===== config.mk =====
export PLATFORM = sky130hd
export DESIGN_NAME = wb_register_file_flat
export DESIGN_NICKNAME = d
export VERILOG_FILES = /design/src/rtl/wb_register_file_if.sv /design/src/rtl/wb_register_file.sv /design/src/flat_wrapper.sv
export SDC_FILE = /design/constraint.sdc
export NUM_CORES = 2
export LEC_CHECK = 0
export BUFFER_PORTS_ARGS = -buffer_cell sky130_fd_sc_hd__buf_4
export CELL_PAD_IN_SITES_DETAIL_PLACEMENT = 0
export CELL_PAD_IN_SITES_GLOBAL_PLACEMENT = 2
export CORE_MARGIN = 4
export CORE_UTILIZATION = 45
export DETAILED_ROUTE_END_ITERATION = 7
export GPL_ROUTABILITY_DRIVEN = 1
export PLACE_DENSITY_LB_ADDON = 0.12
export RECOVER_POWER = 25
export SLEW_MARGIN = 20
export SYNTH_ARGS = -nofsm -noshare
export SYNTH_HDL_FRONTEND = slang
export SYNTH_SLANG_ARGS = --single-unit

===== constraint.sdc =====
create_clock -name clk -period 3.9 [get_ports clk]
set_input_delay 0.195 -clock clk [delete_from_list [all_inputs] [get_ports clk]]
set_output_delay 0.195 -clock clk [all_outputs]
set_load 0.005 [all_outputs]

===== src/rtl/wb_register_file_if.sv =====
// MEM/WB-to-register-file bus: write-back controls and data in, decode read ports and forwarding value out.
interface wb_register_file_if #(
    parameter int DATA_WIDTH = 32,
    parameter int ADDR_WIDTH = 5
);
    logic                  reg_write_in;
    logic                  mem_to_reg_in;
    logic [ADDR_WIDTH-1:0] write_back_destination_in;
    logic [DATA_WIDTH-1:0] read_data_in;
    logic [DATA_WIDTH-1:0] address_in;
    logic [ADDR_WIDTH-1:0] read_reg_1;
    logic [ADDR_WIDTH-1:0] read_reg_2;
    logic [DATA_WIDTH-1:0] read_data_1;
    logic [DATA_WIDTH-1:0] read_data_2;
    logic [DATA_WIDTH-1:0] write_back_data_out;
    logic                  write_back_valid_out;

    modport master (
        output reg_write_in, mem_to_reg_in, write_back_destination_in,
               read_data_in, address_in, read_reg_1, read_reg_2,
        input  read_data_1, read_data_2, write_back_data_out, write_back_valid_out
    );

    modport slave (
        input  reg_write_in, mem_to_reg_in, write_back_destination_in,
               read_data_in, address_in, read_reg_1, read_reg_2,
        output read_data_1, read_data_2, write_back_data_out, write_back_valid_out
    );
endinterface


===== src/rtl/wb_register_file.sv =====
// Write-back mux plus 32-entry architectural register file with $0 hardwired and same-cycle write-through reads.
module wb_register_file #(
    parameter int DATA_WIDTH = 32,
    parameter int ADDR_WIDTH = 5
) (
    input  logic             clk,
    input  logic             reset,
    wb_register_file_if.slave bus
);
    localparam int unsigned NUM_REGS = 2 ** ADDR_WIDTH;

    logic [DATA_WIDTH-1:0] regs_q [NUM_REGS];
    logic [DATA_WIDTH-1:0] wb_data;
    logic                  we;

    assign wb_data = bus.mem_to_reg_in ? bus.read_data_in : bus.address_in;
    assign we      = bus.reg_write_in && (bus.write_back_destination_in != '0) && !reset;

    assign bus.write_back_data_out  = wb_data;
    assign bus.write_back_valid_out = we;

    always_ff @(posedge clk) begin
        if (reset) begin
            for (int unsigned i = 0; i < NUM_REGS; i++) begin
                regs_q[i] <= '0;
            end
        end else if (we) begin
            regs_q[bus.write_back_destination_in] <= wb_data;
        end
    end

    // Bypass uses the gated enable, so reset or a $0 destination never forwards.
    always_comb begin
        bus.read_data_1 = regs_q[bus.read_reg_1];
        if (bus.read_reg_1 == '0) begin
            bus.read_data_1 = '0;
        end else if (we && (bus.read_reg_1 == bus.write_back_destination_in)) begin
            bus.read_data_1 = wb_data;
        end
    end

    always_comb begin
        bus.read_data_2 = regs_q[bus.read_reg_2];
        if (bus.read_reg_2 == '0) begin
            bus.read_data_2 = '0;
        end else if (we && (bus.read_reg_2 == bus.write_back_destination_in)) begin
            bus.read_data_2 = wb_data;
        end
    end
endmodule

===== src/flat_wrapper.sv =====
// flat-port wrapper written by rule: the top's interface ports become plain ports
module wb_register_file_flat 
#(
    parameter int DATA_WIDTH = 32,
    parameter int ADDR_WIDTH = 5
)
  (clk, reset, bus_reg_write_in, bus_mem_to_reg_in, bus_write_back_destination_in, bus_read_data_in, bus_address_in, bus_read_reg_1, bus_read_reg_2, bus_read_data_1, bus_read_data_2, bus_write_back_data_out, bus_write_back_valid_out);
  wb_register_file_if #(.DATA_WIDTH(DATA_WIDTH), .ADDR_WIDTH(ADDR_WIDTH)) bus_i ();
  input  logic clk;
  input  logic reset;
  input wire logic [$bits(bus_i.reg_write_in)-1:0] bus_reg_write_in;
  input wire logic [$bits(bus_i.mem_to_reg_in)-1:0] bus_mem_to_reg_in;
  input wire logic [$bits(bus_i.write_back_destination_in)-1:0] bus_write_back_destination_in;
  input wire logic [$bits(bus_i.read_data_in)-1:0] bus_read_data_in;
  input wire logic [$bits(bus_i.address_in)-1:0] bus_address_in;
  input wire logic [$bits(bus_i.read_reg_1)-1:0] bus_read_reg_1;
  input wire logic [$bits(bus_i.read_reg_2)-1:0] bus_read_reg_2;
  output wire logic [$bits(bus_i.read_data_1)-1:0] bus_read_data_1;
  output wire logic [$bits(bus_i.read_data_2)-1:0] bus_read_data_2;
  output wire logic [$bits(bus_i.write_back_data_out)-1:0] bus_write_back_data_out;
  output wire logic [$bits(bus_i.write_back_valid_out)-1:0] bus_write_back_valid_out;
  assign bus_i.reg_write_in = bus_reg_write_in;
  assign bus_i.mem_to_reg_in = bus_mem_to_reg_in;
  assign bus_i.write_back_destination_in = bus_write_back_destination_in;
  assign bus_i.read_data_in = bus_read_data_in;
  assign bus_i.address_in = bus_address_in;
  assign bus_i.read_reg_1 = bus_read_reg_1;
  assign bus_i.read_reg_2 = bus_read_reg_2;
  assign bus_read_data_1 = bus_i.read_data_1;
  assign bus_read_data_2 = bus_i.read_data_2;
  assign bus_write_back_data_out = bus_i.write_back_data_out;
  assign bus_write_back_valid_out = bus_i.write_back_valid_out;
  wb_register_file #(.DATA_WIDTH(DATA_WIDTH), .ADDR_WIDTH(ADDR_WIDTH)) u_core (.clk(clk), .reset(reset), .bus(bus_i));
endmodule

==> flow_metrics.env <==
export IMPL_total_leakage_power_nw=22.23
export IMPL_regArea_sq_um=30750
export IMPL_cts_setup_buffers=0
export IMPL_setup_viol=0
export IMPL_pin_count=180
export IMPL_clock_sinks=1024
export IMPL_slew_headroom_pct=-62.76
export IMPL_start_util_pct=45.41
export IMPL_synth_area_top_cells="edfxtp_1 (57%), mux4_2 (13%), nor2_1 (7.4%)"
export IMPL_synth_largest_area_cell="edfxtp_1"
export IMPL_report_final_slew_viol_count=191
export IMPL_pwr_density_cell_nw_per_um2=446.5
export IMPL_layout_commonest_cell="nor2_1"
export IMPL_final_cell_mix="nor2_1 (1058), edfxtp_1 (1024), mux4_2 (317)"
export IMPL_synth_edf_count=1024
export IMPL_grt_antenna_before_repair=4
export IMPL_holdPathStages=3
export IMPL_postCtsResizedCells=0
export IMPL_hold_violations=0
export IMPL_rsz0062_at_grt="no"
export IMPL_tightest_slew_ns=2.441
export IMPL_fmax_mhz=270.3
export IMPL_hold_path_end="u_core.regs_q[8][26]"
export IMPL_ant_nets=0
export IMPL_vias=37320
export IMPL_critPathArrivalTime_ns=3.51
export IMPL_clk_pin_slew_ns=0.06
export IMPL_clock_root_buffer="clkbuf_16"
export IMPL_synthArstFlopShare_pct=0
export IMPL_yosys_warnings=0
export IMPL_worstPathRequired_ns=3.70
export IMPL_rows=126
export IMPL_swShare_pct=25.90
export IMPL_synthDistinctLibCells=52
export IMPL_overflow=0
export IMPL_die_h_microns=353.7
export IMPL_die_w_microns=353.7
export IMPL_pwr_share_seq_pct=47.3
export IMPL_power_switching_mw=7.120
export IMPL_synth_seq_cells=1024
export IMPL_via_per_inst=6.323
export IMPL_cts_tree="yes"
export IMPL_drt_wl_total_microns=193100
export IMPL_grt_pass1_vias=37020
export IMPL_cts_buffer_depth=3
export IMPL_drive_above_1_share_pct=25.15
export IMPL_violations="max-capacitance violations, max-slew violations"
export IMPL_synthesis_area_sq_um=53770
export IMPL_n_antenna_cell=0
export IMPL_hp_start="bus_address_in[26]"
export IMPL_synth_cells=4096
export IMPL_ys_seq_area_share_pct=57.19
export IMPL_top_register="u_core.regs_q"
export IMPL_nFillCells=9963
export IMPL_dp_hpwl_microns=115900
export IMPL_drv_cap=7
export IMPL_end_kind="primary output"
export IMPL_fin_crit_ns=3.700
export IMPL_areaGrowthSynthToFinish_pct=14.48
export IMPL_max_stage_delay_ns=0.92
export IMPL_use_met1_pct=42.47
export IMPL_dr_pass1_iters=6
export IMPL_path_cells="dlygate4sd3_1, buf_4, nor2b_1, o21ai_2, nor4_4, buf_12, a21oi_1, a21oi_1, buf_4"
export IMPL_cts_inserted_buffers=113
export IMPL_setup_tns_ns=0
export IMPL_io_buffers=179
export IMPL_slowest_stage="nor4_4"
export IMPL_hp_class="primary input to flop"
export IMPL_grt_usage_pct=30.35
export IMPL_routedWlPerCell_microns=32.72
export IMPL_met3_usage_pct=7.202
export IMPL_worstPathMaxFanout=42
export IMPL_report_power_total_mw=27.49
export IMPL_start_kind="primary input"
export IMPL_clkPwrFrac_pct=38.7
export IMPL_core_sq_um=118400
export IMPL_drt_iter0_markers=4661
export IMPL_cellInternalPower_mw=20.37
export IMPL_grt_pass1_wl_microns=273200
export IMPL_synth_top_area_share_pct=57.19
export IMPL_ys_flop_type="edfxtp_1"
export IMPL_critPathKind="primary input to primary output"
export IMPL_multiInputGateArea_sq_um=21600
export IMPL_top_regs="u_core.regs_q: 1024 flops"
export IMPL_htreeDepth=3
export IMPL_largest_reg_flops=1024
export IMPL_die_area_sq_um=125100
export IMPL_syn_avg_cell_area_sq_um=13.13
export IMPL_top_usage_layer="met2"
export IMPL_peakVddDrop_v=0.0003621
export IMPL_min_period_over_period_pct=94.88
export IMPL_nets=4290
export IMPL_combPwrFrac_pct=14.0
export IMPL_gp_congestion=0.8330
export IMPL_grt_max_degree=81
export IMPL_drc=0
export IMPL_use_met2_pct=47.88
export IMPL_outcome="finished with violations"
==> stage by stage <==
stage	util [%]	std cells	hold slack [ns]	setup slack, ns	cell area [sq um]
floorplan	-	4127	0.5108	1.648	53880
global placement	48.84	5669	0.6249	0.5748	57820
detailed placement	48.84	5669	0.6310	0.6038	57820
CTS	52.09	5902	0.002886	0.3687	61670
global route	51.99	5902	0.04639	0.1826	61560
finish	51.99	5902	0.03072	0.1998	61560
==> cell families (layout without fill, tap and decap cells) <==
| group | Yosys count | count (layout) | share of synthesized area (%) |
|---|---|---|---|
| buffers and inverters | 472 | 647 | 3.930 |
| and+or+nand+nor | 1239 | 1239 | 9.164 |
| DFF | 1024 | 1024 | 57.19 |
| muxes | 749 | 749 | 21.62 |
| other | 1 | 32 | 0.006974 |
| xor gates and xnor gates | 10 | 10 | 0.1769 |
| AOI/OAI and AO/OA | 601 | 601 | 7.917 |
==> final cells by class <==
cell class | instances | share of cell area, %
sequential | 1024 | 49.95
multi-input combinational | 2631 | 35.09
timing repair buffer | 403 | 5.614
clock buffer | 129 | 4.830
tap | 1600 | 3.252
clock inverter | 81 | 1.057
inverter | 34 | 0.2073
==> critical path, delay by kind of cell <==
kind	cells	cell delay, ns
compound gates	3	0.79
simple gates	2	1.21
buf+inv	4	1.26
==> how the worst max path moves through the flow <==
stage,from,to,depth (start not counted)
after floorplan,bus_write_back_destination_in[1],u_core.regs_q[12][0],4
after global placement,bus_read_reg_1[0],bus_read_data_1[0],7
after detailed placement,bus_read_reg_1[0],bus_read_data_1[0],7
after CTS,reset,bus_read_data_1[6],9
after global routing,reset,bus_read_data_1[6],9
final,reset,bus_read_data_1[5],9
==> per-layer routing <==
layer	up-vias	part of all wire [%]
li1	15740	-
met1	19400	41
met2	1880	47
met3	308	9.8
met4	0	2.6
met5	-	0
==> Yosys cell counts, types with 2 or more instances <==
library cell,n
mux2i_1,305
inv_1,33
o21ai_0,104
clkbuf_1,306
o21ai_1,22
edfxtp_1,1024
a22oi_1,62
xor2_1,4
nor2_1,1062
nor3b_1,4
nand2_1,68
a21oi_1,66
and3_1,2
and3b_1,2
xnor2_1,5
buf_1,12
o221ai_1,32
buf_2,78
nand2b_1,33
and2_1,2
buf_6,21
nor3_1,35
buf_4,19
nand4_1,2
o22ai_1,62
a221oi_2,10
and2_0,2
mux2_2,127
nand3b_1,4
or3b_2,2
a31oi_1,31
a21o_1,31
nor2b_1,10
a221oi_1,21
a22o_1,156
nand3_1,4
mux4_2,317
or3_1,2
==> power by group through the flow <==
stage / clock, mW / sequential (mW) / combinational, mW
3_5_place_dp: 0 / 13.2 / 3.79
6_report: 10.6 / 13.0 / 3.85
3_3_place_gp: 0 / 13.2 / 3.78
2_1_floorplan: 0 / 13.1 / 2.20
5_1_grt: 11.2 / 13.1 / 4.02
4_1_cts: 10.7 / 13.0 / 3.82
==> what timing repair did <==
| item | CTS | global route |
|---|---|---|
| endpoints found under the hold margin | 103 | 0 |
| hold buffers | 23 | 0 |
| setup endpoints to repair | 0 | 0 |
Note: power is estimated with default switching activity, not from simulation.
